## config.mk

```make
export PLATFORM = sky130hd
export DESIGN_NAME = gray_to_bin_sync_flat
export DESIGN_NICKNAME = d
export VERILOG_FILES = /design/src/rtl/gray_to_bin_sync_if.sv /design/src/rtl/gray_to_bin_sync.sv /design/src/flat_wrapper.sv
export SDC_FILE = /design/constraint.sdc
export NUM_CORES = 1
export LEC_CHECK = 0
export ABC_AREA = 1
export BUFFER_PORTS_ARGS = -buffer_cell sky130_fd_sc_hd__buf_2
export CAP_MARGIN = 20
export CORE_MARGIN = 8
export CORE_UTILIZATION = 27
export CTS_CLUSTER_SIZE = 40
export DETAILED_ROUTE_END_ITERATION = 10
export REMOVE_ABC_BUFFERS = 1
export SYNTH_ARGS = -nofsm -noshare
export SYNTH_HDL_FRONTEND = slang
export SYNTH_SLANG_ARGS = --single-unit
```

## constraint.sdc

```tcl
create_clock -name clk -period 1.2 [get_ports clk]
set_input_delay 0.12 -clock clk [delete_from_list [all_inputs] [get_ports clk]]
set_output_delay 0.12 -clock clk [all_outputs]
set_load 0.01 [all_outputs]
```

## src/rtl/gray_to_bin_sync_if.sv

```systemverilog
// Gray-code crossing bus: upstream Gray value in, resynchronised binary view out.
interface gray_to_bin_sync_if #(
  parameter int WIDTH = 4
);
  logic [WIDTH-1:0] gray_in;
  logic [WIDTH-1:0] bin_out;
  logic             bin_valid;
  logic             bin_change;
  logic             step_err;

  // No backpressure: bin_out is meaningful whenever bin_valid=1, and
  // bin_change/step_err are only ever raised while bin_valid=1.
  modport master (
    output gray_in,
    input  bin_out, bin_valid, bin_change, step_err
  );

  modport slave (
    input  gray_in,
    output bin_out, bin_valid, bin_change, step_err
  );
endinterface

```

## src/rtl/gray_to_bin_sync.sv

```systemverilog
// Resynchronises a Gray-coded value, converts it to binary and flags changes and multi-bit steps.
// Optional macro GRAY_SYNC_STICKY_ERR_EN makes step_err hold until reset.
module gray_to_bin_sync #(
  parameter int WIDTH       = 4,
  parameter int SYNC_STAGES = 2
) (
  input  logic               clk,
  input  logic               rst_n,
  gray_to_bin_sync_if.slave  bus
);
  localparam int CW = $clog2(SYNC_STAGES + 2);

  logic [WIDTH-1:0] sync_q [SYNC_STAGES];
  logic [WIDTH-1:0] s_last;
  logic [WIDTH-1:0] gray_q;
  logic [WIDTH-1:0] bin_q;
  logic [WIDTH-1:0] bin_next;
  logic [WIDTH-1:0] diff;
  logic [WIDTH-1:0] diff_m1;
  logic [CW-1:0]    warm_cnt;
  logic             valid_q;
  logic             change_q;
  logic             err_q;
  logic             changed;
  logic             multi_bit;

  assign s_last = sync_q[SYNC_STAGES-1];

  // Each binary bit is the XOR of all Gray bits at or above it.
  always_comb begin
    bin_next = '0;
    for (int i = 0; i < WIDTH; i++) begin
      bin_next[i] = ^(s_last >> i);
    end
  end

  // More than one set bit: clearing the lowest set bit leaves something.
  always_comb begin
    diff      = s_last ^ gray_q;
    diff_m1   = diff - WIDTH'(1);
    changed   = (diff != '0);
    multi_bit = ((diff & diff_m1) != '0);
  end

  always_ff @(posedge clk) begin
    if (!rst_n) begin
      for (int i = 0; i < SYNC_STAGES; i++) begin
        sync_q[i] <= '0;
      end
    end else begin
      sync_q[0] <= bus.gray_in;
      for (int i = 1; i < SYNC_STAGES; i++) begin
        sync_q[i] <= sync_q[i-1];
      end
    end
  end

  // valid_q rises on the (SYNC_STAGES+1)th edge after release; counter saturates.
  always_ff @(posedge clk) begin
    if (!rst_n) begin
      warm_cnt <= '0;
      valid_q  <= 1'b0;
    end else begin
      if (warm_cnt != CW'(SYNC_STAGES)) begin
        warm_cnt <= warm_cnt + 1'b1;
      end
      valid_q <= valid_q | (warm_cnt == CW'(SYNC_STAGES));
    end
  end

  always_ff @(posedge clk) begin
    if (!rst_n) begin
      gray_q   <= '0;
      bin_q    <= '0;
      change_q <= 1'b0;
      err_q    <= 1'b0;
    end else begin
      gray_q   <= s_last;
      bin_q    <= bin_next;
      change_q <= valid_q & changed;
`ifdef GRAY_SYNC_STICKY_ERR_EN
      err_q    <= err_q | (valid_q & multi_bit);
`else
      err_q    <= valid_q & multi_bit;
`endif
    end
  end

  assign bus.bin_out    = bin_q;
  assign bus.bin_valid  = valid_q;
  assign bus.bin_change = change_q;
  assign bus.step_err   = err_q;
endmodule

```

## src/flat_wrapper.sv

```systemverilog
// flat-port wrapper written by rule: the top's interface ports become plain ports
module gray_to_bin_sync_flat 
#(
  parameter int WIDTH       = 4,
  parameter int SYNC_STAGES = 2
)
  (clk, rst_n, bus_gray_in, bus_bin_out, bus_bin_valid, bus_bin_change, bus_step_err);
  gray_to_bin_sync_if #(.WIDTH(WIDTH)) bus_i ();
  input  logic clk;
  input  logic rst_n;
  input wire logic [$bits(bus_i.gray_in)-1:0] bus_gray_in;
  output wire logic [$bits(bus_i.bin_out)-1:0] bus_bin_out;
  output wire logic [$bits(bus_i.bin_valid)-1:0] bus_bin_valid;
  output wire logic [$bits(bus_i.bin_change)-1:0] bus_bin_change;
  output wire logic [$bits(bus_i.step_err)-1:0] bus_step_err;
  assign bus_i.gray_in = bus_gray_in;
  assign bus_bin_out = bus_i.bin_out;
  assign bus_bin_valid = bus_i.bin_valid;
  assign bus_bin_change = bus_i.bin_change;
  assign bus_step_err = bus_i.step_err;
  gray_to_bin_sync #(.WIDTH(WIDTH), .SYNC_STAGES(SYNC_STAGES)) u_core (.clk(clk), .rst_n(rst_n), .bus(bus_i));
endmodule
```

==> results of run 1 <==
## kinds of logic after synthesis
| logic type | synth area share |
|---|---|
| simple gates | 0.2162 |
| buf+inv | 0.1436 |
| compound gates | 0.04729 |
| fa+ha+maj | 0.01689 |
| flops | 0.5405 |
| xor+xnor | 0.03548 |
## layer usage
layer	up-vias	global-route usage	routed length [um]
li1	312	-	-
met1	221	0.07700	549
met2	14	0.08441	489
met3	4	0.04910	127
met4	0	0.03069	22
met5	-	0	0
## cells in the final DEF, fill, tap and decap left out, drive strengths merged
cell type     n
a21oi         3
nand2        27
nor2         11
ha            1
xnor2         3
o21ai         4
and2          2
dlygate4sd3   4
inv          24
dfxtp        20
bufinv        1
buf          12
clkbuf        3
## critical path: cells and delay by family (launching register included)
| kind | cells | cell delay, ns |
|---|---|---|
| XOR/XNOR | 1 | 0.34 |
| flip-flops | 1 | 0.38 |
| AND/OR/NAND/NOR | 2 | 0.23 |
## final timing paths
path / start / end / depth (start not counted)
worst min-delay path: rst_n / u_core.sync_q[0][2] / 3
worst max-delay path: u_core.sync_q[0][7] / u_core.bus.bin_out[0] / 3
worst max register to register: u_core.sync_q[0][7] / u_core.bus.bin_out[0] / 3
worst min register to register: u_core.sync_q[0][1] / u_core.sync_q[0][5] / 2
## power groups by stage
| stage | logic (uW) | registers (uW) | clock network [uW] |
|---|---|---|---|
| after global placement | 168 | 774 | 0 |
| after global routing | 223 | 768 | 602 |
| final | 187 | 761 | 547 |
| after detailed placement | 181 | 777 | 0 |
| after CTS | 191 | 762 | 568 |
| after floorplan | 103 | 784 | 0 |
## metrics by stage
step / instances / setup WS (ns)
global route: 146 / 0.02470
floorplan: 95 / 0.2973
CTS: 146 / 0.1504
global placement: 138 / 0.2470
finish: 146 / 0.1594
detailed placement: 138 / 0.1696
## final cells by class
class | count | area (um^2)
Clock buffer | 3 | 22.52
Clock inverter | 1 | 30.03
Fill cell | 293 | 1770
Inverter | 24 | 90.09
Multi-Input combinational cell | 51 | 234.0
Sequential cell | 20 | 400.4
Tap cell | 31 | 38.79
Timing Repair Buffer | 16 | 100.1
## state kept, by name (all words and copies together), names as in the netlist
signal	count
u_core.bus.bin_valid	1
u_core.bus.bin_change	1
u_core.sync_q	8
u_core.bus.bin_out	3
u_core.gray_q	4
u_core.bus.step_err	1
u_core.warm_cnt	2
==> results.md, run 1 <==
* Outcome: complete, no violations
* Core Util, Final at 0.3409
* Fin crit share at 0.8672
* Worst EP arrival at approximately 1.3 ns
* Max Transition Viols Final at 0
* Comb power frac at 0.125
* DP Wirelength at 863.1 um
* Clk root buf: clkbuf_4
* Power share of the sequential group at 0.509
* Pre-antenna DRT Iters at 4
* Post-layout minimum cycle time at approximately 1.0 ns
* Final ANT Viol Nets at 0
* Synth Area per Inst at 7.558 um^2
* Final instance area at ~920 um^2
* CTS H-tree lvls at 1
* Top post-synthesis cells by area: dfxtp_1 54%, nand2_1 14%, inv_1 12%, nor2_1 4.6%, xnor2_1 3.5%
* RSZ-0062 raised after global routing: false
* CTS resizes at 0
* Initial core utilization at 0.2757
* Post-synth EDFFs at 0
* Worst-Skew Late Latency at 0.30 ns
* Bufs on Longest Clock Path at 2
* I/O pin count at 13
* Share of cells above drive strength 1 at 0.1652
* CORE AREA at around 2700 um^2
* Commonest cells post-synth: 27 x nand2_1, 23 x inv_1, 20 x dfxtp_1, 9 x nor2_1, 4 x o21ai_0
* Finish-stage setup viols at 0
* Crit path max fanout at 5
* Die Height at 68.38 um
* Max-Slew Margin vs Limit at 0.7528
* Largest net degree at the start of global routing at 18
* Crit path kind: reg2reg
* Clock skew at 0.001486 ns
* Die width at 68.38 um
* P_sw at 346.7 uW
* Nature of the critical path startpoint: register
* Top cell type's share of synthesized area at 0.5405
* Peak VDD IR at 0.001179 V
* Most frequent cell after synthesis: nand2_1
* Leakage at 0.0005103 uW
* Ys Warns at 0
* Net count, final at ~120
* Synth-to-Final Area Change at 23.65%
* Routability congestion estimate at 0.7306
* Sw Share at 0.2320
* Mapped Area at 740.7 um^2
* Sequential fraction of the synthesis area at 0.5405
* Power after layout at 1494 uW
* Final wirelength at 1.189 mm
* Overflow after GRT at 0
* Number of inserted diodes at 0
* # port buffers at 12
* Clk pin slew, worst setup/hold paths at roughly 0.11 ns
* Reg2reg setup slack at roughly 0.16 ns
* TritonCTS Sinks at 20
* Worst min path class: in2reg
* Ys async rst share at 0
* Worst path cell trace: xnor2_1 -> and2_1 -> nor2_1
* Die area at approximately 4700 um^2
* First-pass GRT wire length at 2.208 mm
* Wirelength per Cell at 8.144 um
* Peak Freq at 0.9609 GHz
* CTS Hold Bufs at 4
* #FFs+latches synth at 20
* CTS tree: built
* Critical Path End Type: register
* Hold Fails Final Rpt at 0
* DRC Markers at 0
* Cells after Synth at 98
* Vias in the first global route at 494
* Power per cell area at ~1600 nW/um^2
* Placed Area at 823.3 um^2
* Primary FF master, synth: dfxtp_1
* GRT Util Overall at 0.06511
* CTS Buf Count at 3
* Initial antenna violation count at 0
* Max-cap viol count at 0
* Cell internal pwr at 1148 uW
* Setup Fix Bufs, Post-CTS at 0
* Clock power frac at 0.366
* Hold_ws at 0.1566 ns
* Worst Path Required at 1.41 ns
* CP max-delay cell: dfxtp_1
* Number of distinct library cells after synthesis at 14
* FP Rows at 19
* Setup TNS at 0 ns
* Vias/cell at 3.774
* Via Count at 551
* Max incr delay on CP at 0.38 ns
* Slew @ Worst Pin at 0.3681 ns
* Largest area contributor in the netlist: dfxtp_1
* DRT iter0 DRCs at 6
No activity file was read; power rests on OpenSTA's default activity.
==> run 2, diff against run 1 <==
--- a/config.mk
+++ b/config.mk
@@ -8,6 +8,7 @@
 export ABC_AREA = 1
 export BUFFER_PORTS_ARGS = -buffer_cell sky130_fd_sc_hd__buf_2
 export CAP_MARGIN = 20
+export CORE_ASPECT_RATIO = 1.2
 export CORE_MARGIN = 8
 export CORE_UTILIZATION = 27
 export CTS_CLUSTER_SIZE = 40
==> run 2 against run 1 <==
Against the previous run: die area is 0.16% higher; via count grew 0.36%; critical path depth is 2 higher; hold slack improved by 0.0046 ns; wire length decreased by 2.5%; utilization shrank 0.71 points; register-to-register slack gained 0.03 ns; power fell by 11%.
==> results.md, run 2 (synthesized netlist as in run 1, its figures left out) <==
* Bufs on Longest Clock Path at 2 (unchanged)
* Multi-input logic area at 234.0 um^2 (unchanged)
* P_sw at 337.1 uW (was 346.7 uW)
* Wirelength per Cell at 7.779 um (was 8.144 um)
* First-pass GRT wire length at 2.070 mm (was 2.208 mm)
* Synth-to-Final Area Change at 21.96% (was 23.65%)
* Vias in the first global route at 509 (was 494)
* Pre-antenna DRT Iters at 2 (was 4)
* Net count, final at 123 (unchanged)
* CORE AREA at 2706 um^2 (was 2686 um^2)
* Cell internal pwr at 994.0 uW (was 1148 uW)
* Post-layout minimum cycle time at 1.007 ns (was 1.041 ns)
* Critical Path End Type: register (unchanged)
* Vias/cell at 3.711 (was 3.774)
* Peak Freq at 0.9932 GHz (was 0.9609 GHz)
* Filler cells at 289 (was 293)
* Core Util, Final at 0.3338 (was 0.3409)
* Power per cell area at 1474 nW/um^2 (was 1632 nW/um^2)
* Worst min path class: in2reg (unchanged)
* Slew @ Worst Pin at 0.3426 ns (was 0.3681 ns)
* Routability congestion estimate at 0.7962 (was 0.7306)
* Outcome: complete, no violations (unchanged)
* Peak VDD IR at 0.0006924 V (was 0.001179 V)
* GRT Util Overall at 0.05676 (was 0.06511)
* Reg2Reg Depth at 5 (was 3)
* Worst Path Required at 1.43 ns (was 1.41 ns)
* Fin crit share at 0.8391 (was 0.8672)
* CTS Buf Count at 3 (unchanged)
* Final wirelength at 1.159 mm (was 1.189 mm)
* Hold Fails Final Rpt at 0 (unchanged)
* Number of inserted diodes at 0 (unchanged)
* TritonCTS Sinks at 20 (unchanged)
* Clock power frac at 0.291 (was 0.366)
* Max-cap viol count at 0 (unchanged)
* Initial core utilization at 0.2737 (was 0.2757)
* Sw Share at 0.2533 (was 0.2320)
* Via Count at 553 (was 551)
* Biggest register: u_core.sync_q (unchanged)
* Clk root buf: clkbuf_4 (unchanged)
* Share of cells above drive strength 1 at 0.1652 (unchanged)
* Leakage at 0.0005034 uW (was 0.0005103 uW)
* FP Rows at 21 (was 19)
* Max reg flops at 8 (unchanged)
* Most common cell after layout, fill and taps aside: nand2_1 (unchanged)
* Clock skew at 0.01154 ns (was 0.001486 ns)
* CTS tree: built (unchanged)
* Final Instance Count excl. Fillers at 149 (was 146)
* Setup Fix Bufs, Post-CTS at 0 (unchanged)
* Worst hold path cell count at 3 (unchanged)
* Crit path max fanout at 5 (unchanged)
* Overflow after GRT at 0 (unchanged)
* Comb power frac at 0.139 (was 0.125)
* Initial antenna violation count at 0 (unchanged)
* Largest net degree at the start of global routing at 18 (unchanged)
* Placed cells at 141 (was 138)
* RSZ-0062 raised after global routing: false (unchanged)
* DP Wirelength at 844.8 um (was 863.1 um)
* Worst-Skew Late Latency at 0.30 ns (about the same)
* Crit path kind: reg2reg (unchanged)
* I/O pin count at 13 (unchanged)
* Storage element area at 400.4 um^2 (unchanged)
* Die width at 63.82 um (was 68.38 um)
* Final ANT Viol Nets at 0 (unchanged)
* Clk pin slew, worst setup/hold paths at 0.12 ns (was 0.11 ns)
* Max Transition Viols Final at 0 (unchanged)
* Max-Slew Margin vs Limit at 0.7699 (was 0.7528)
* Setup TNS at 0 ns (unchanged)
* Finish-stage setup viols at 0 (unchanged)
* CTS H-tree lvls at 1 (unchanged)
* Worst EP arrival at 1.24 ns (was 1.25 ns)
* DRT iter0 DRCs at 13 (was 6)
* Die area at 4682 um^2 (was 4675 um^2)
* Nature of the critical path startpoint: register (unchanged)
* Die Height at 73.38 um (was 68.38 um)
* # port buffers at 12 (unchanged)
* Most frequent cells in the layout: 27 x nand2_1, 23 x inv_1, 20 x dfxtp_1 (unchanged)
* DRC Markers at 0 (unchanged)
* Power share of the sequential group at 0.570 (was 0.509)
[run 2: power by group through the flow]
| stage | clock network, uW | registers [uW] | logic (uW) |
|---|---|---|---|
| 6_report | 387 | 759 | 185 |
| 4_1_cts | 399 | 759 | 189 |
| 3_3_place_gp | 0 | 773 | 169 |
| 5_1_grt | 431 | 768 | 217 |
| 2_1_floorplan | 0 | 784 | 103 |
| 3_5_place_dp | 0 | 775 | 178 |
[run 2: worst paths after layout]
| check | from | endpoint | slack (ns) |
|---|---|---|---|
| setup / recovery | u_core.warm_cnt[0] | u_core.warm_cnt[1] | 0.19 |
| hold / removal | rst_n | u_core.sync_q[0][0] | 0.16 |
| setup reg to reg | u_core.warm_cnt[0] | u_core.warm_cnt[1] | 0.19 |
| hold reg to reg | u_core.sync_q[0][0] | u_core.sync_q[0][4] | 0.42 |
[run 2: critical path, stage by stage, from the launching register on]
cell	delay (ns)
dfxtp_1	0.36
inv_1	0.05
ha_1	0.18
inv_1	0.12
o21ai_0	0.10
a21oi_1	0.13
[run 2: through the flow]
| step | cell area [um^2] | hold WS, ns | worst slack [ns] | total power [uW] |
|---|---|---|---|---|
| after global routing | 903.4 | 0.1685 | 0.04481 | 1416 |
| after global placement | 827.0 | 0.3008 | 0.2363 | 941.8 |
| after CTS | 903.4 | 0.1606 | 0.1910 | 1347 |
| final | 903.4 | 0.1612 | 0.1931 | 1331 |
| after detailed placement | 827.0 | 0.3097 | 0.2047 | 953.2 |
| after floorplan | 724.4 | 0.2135 | 0.2973 | 887.5 |
[run 2: cell type report]
cell class                 count  share of cell area
sequential                    20              0.4432
multi-input combinational     51              0.2590
timing repair buffer          16              0.1108
inverter                      24             0.09972
tap                           34             0.04709
clock buffer                   4             0.04017
[run 2: metal layers]
layer  track usage  vias to the layer above  share of wire
li1              -                      311              -
met1       0.05722                      229           0.50
met2       0.08827                       11           0.42
met3       0.03201                        2          0.072
met4       0.03722                        0          0.012
met5             0                        -              0
[run 2: timing repair]
item / CTS / global route
hold endpoints to repair: 4 / 0
resized for setup: 0 / 0
hold buffers: 4 / 0
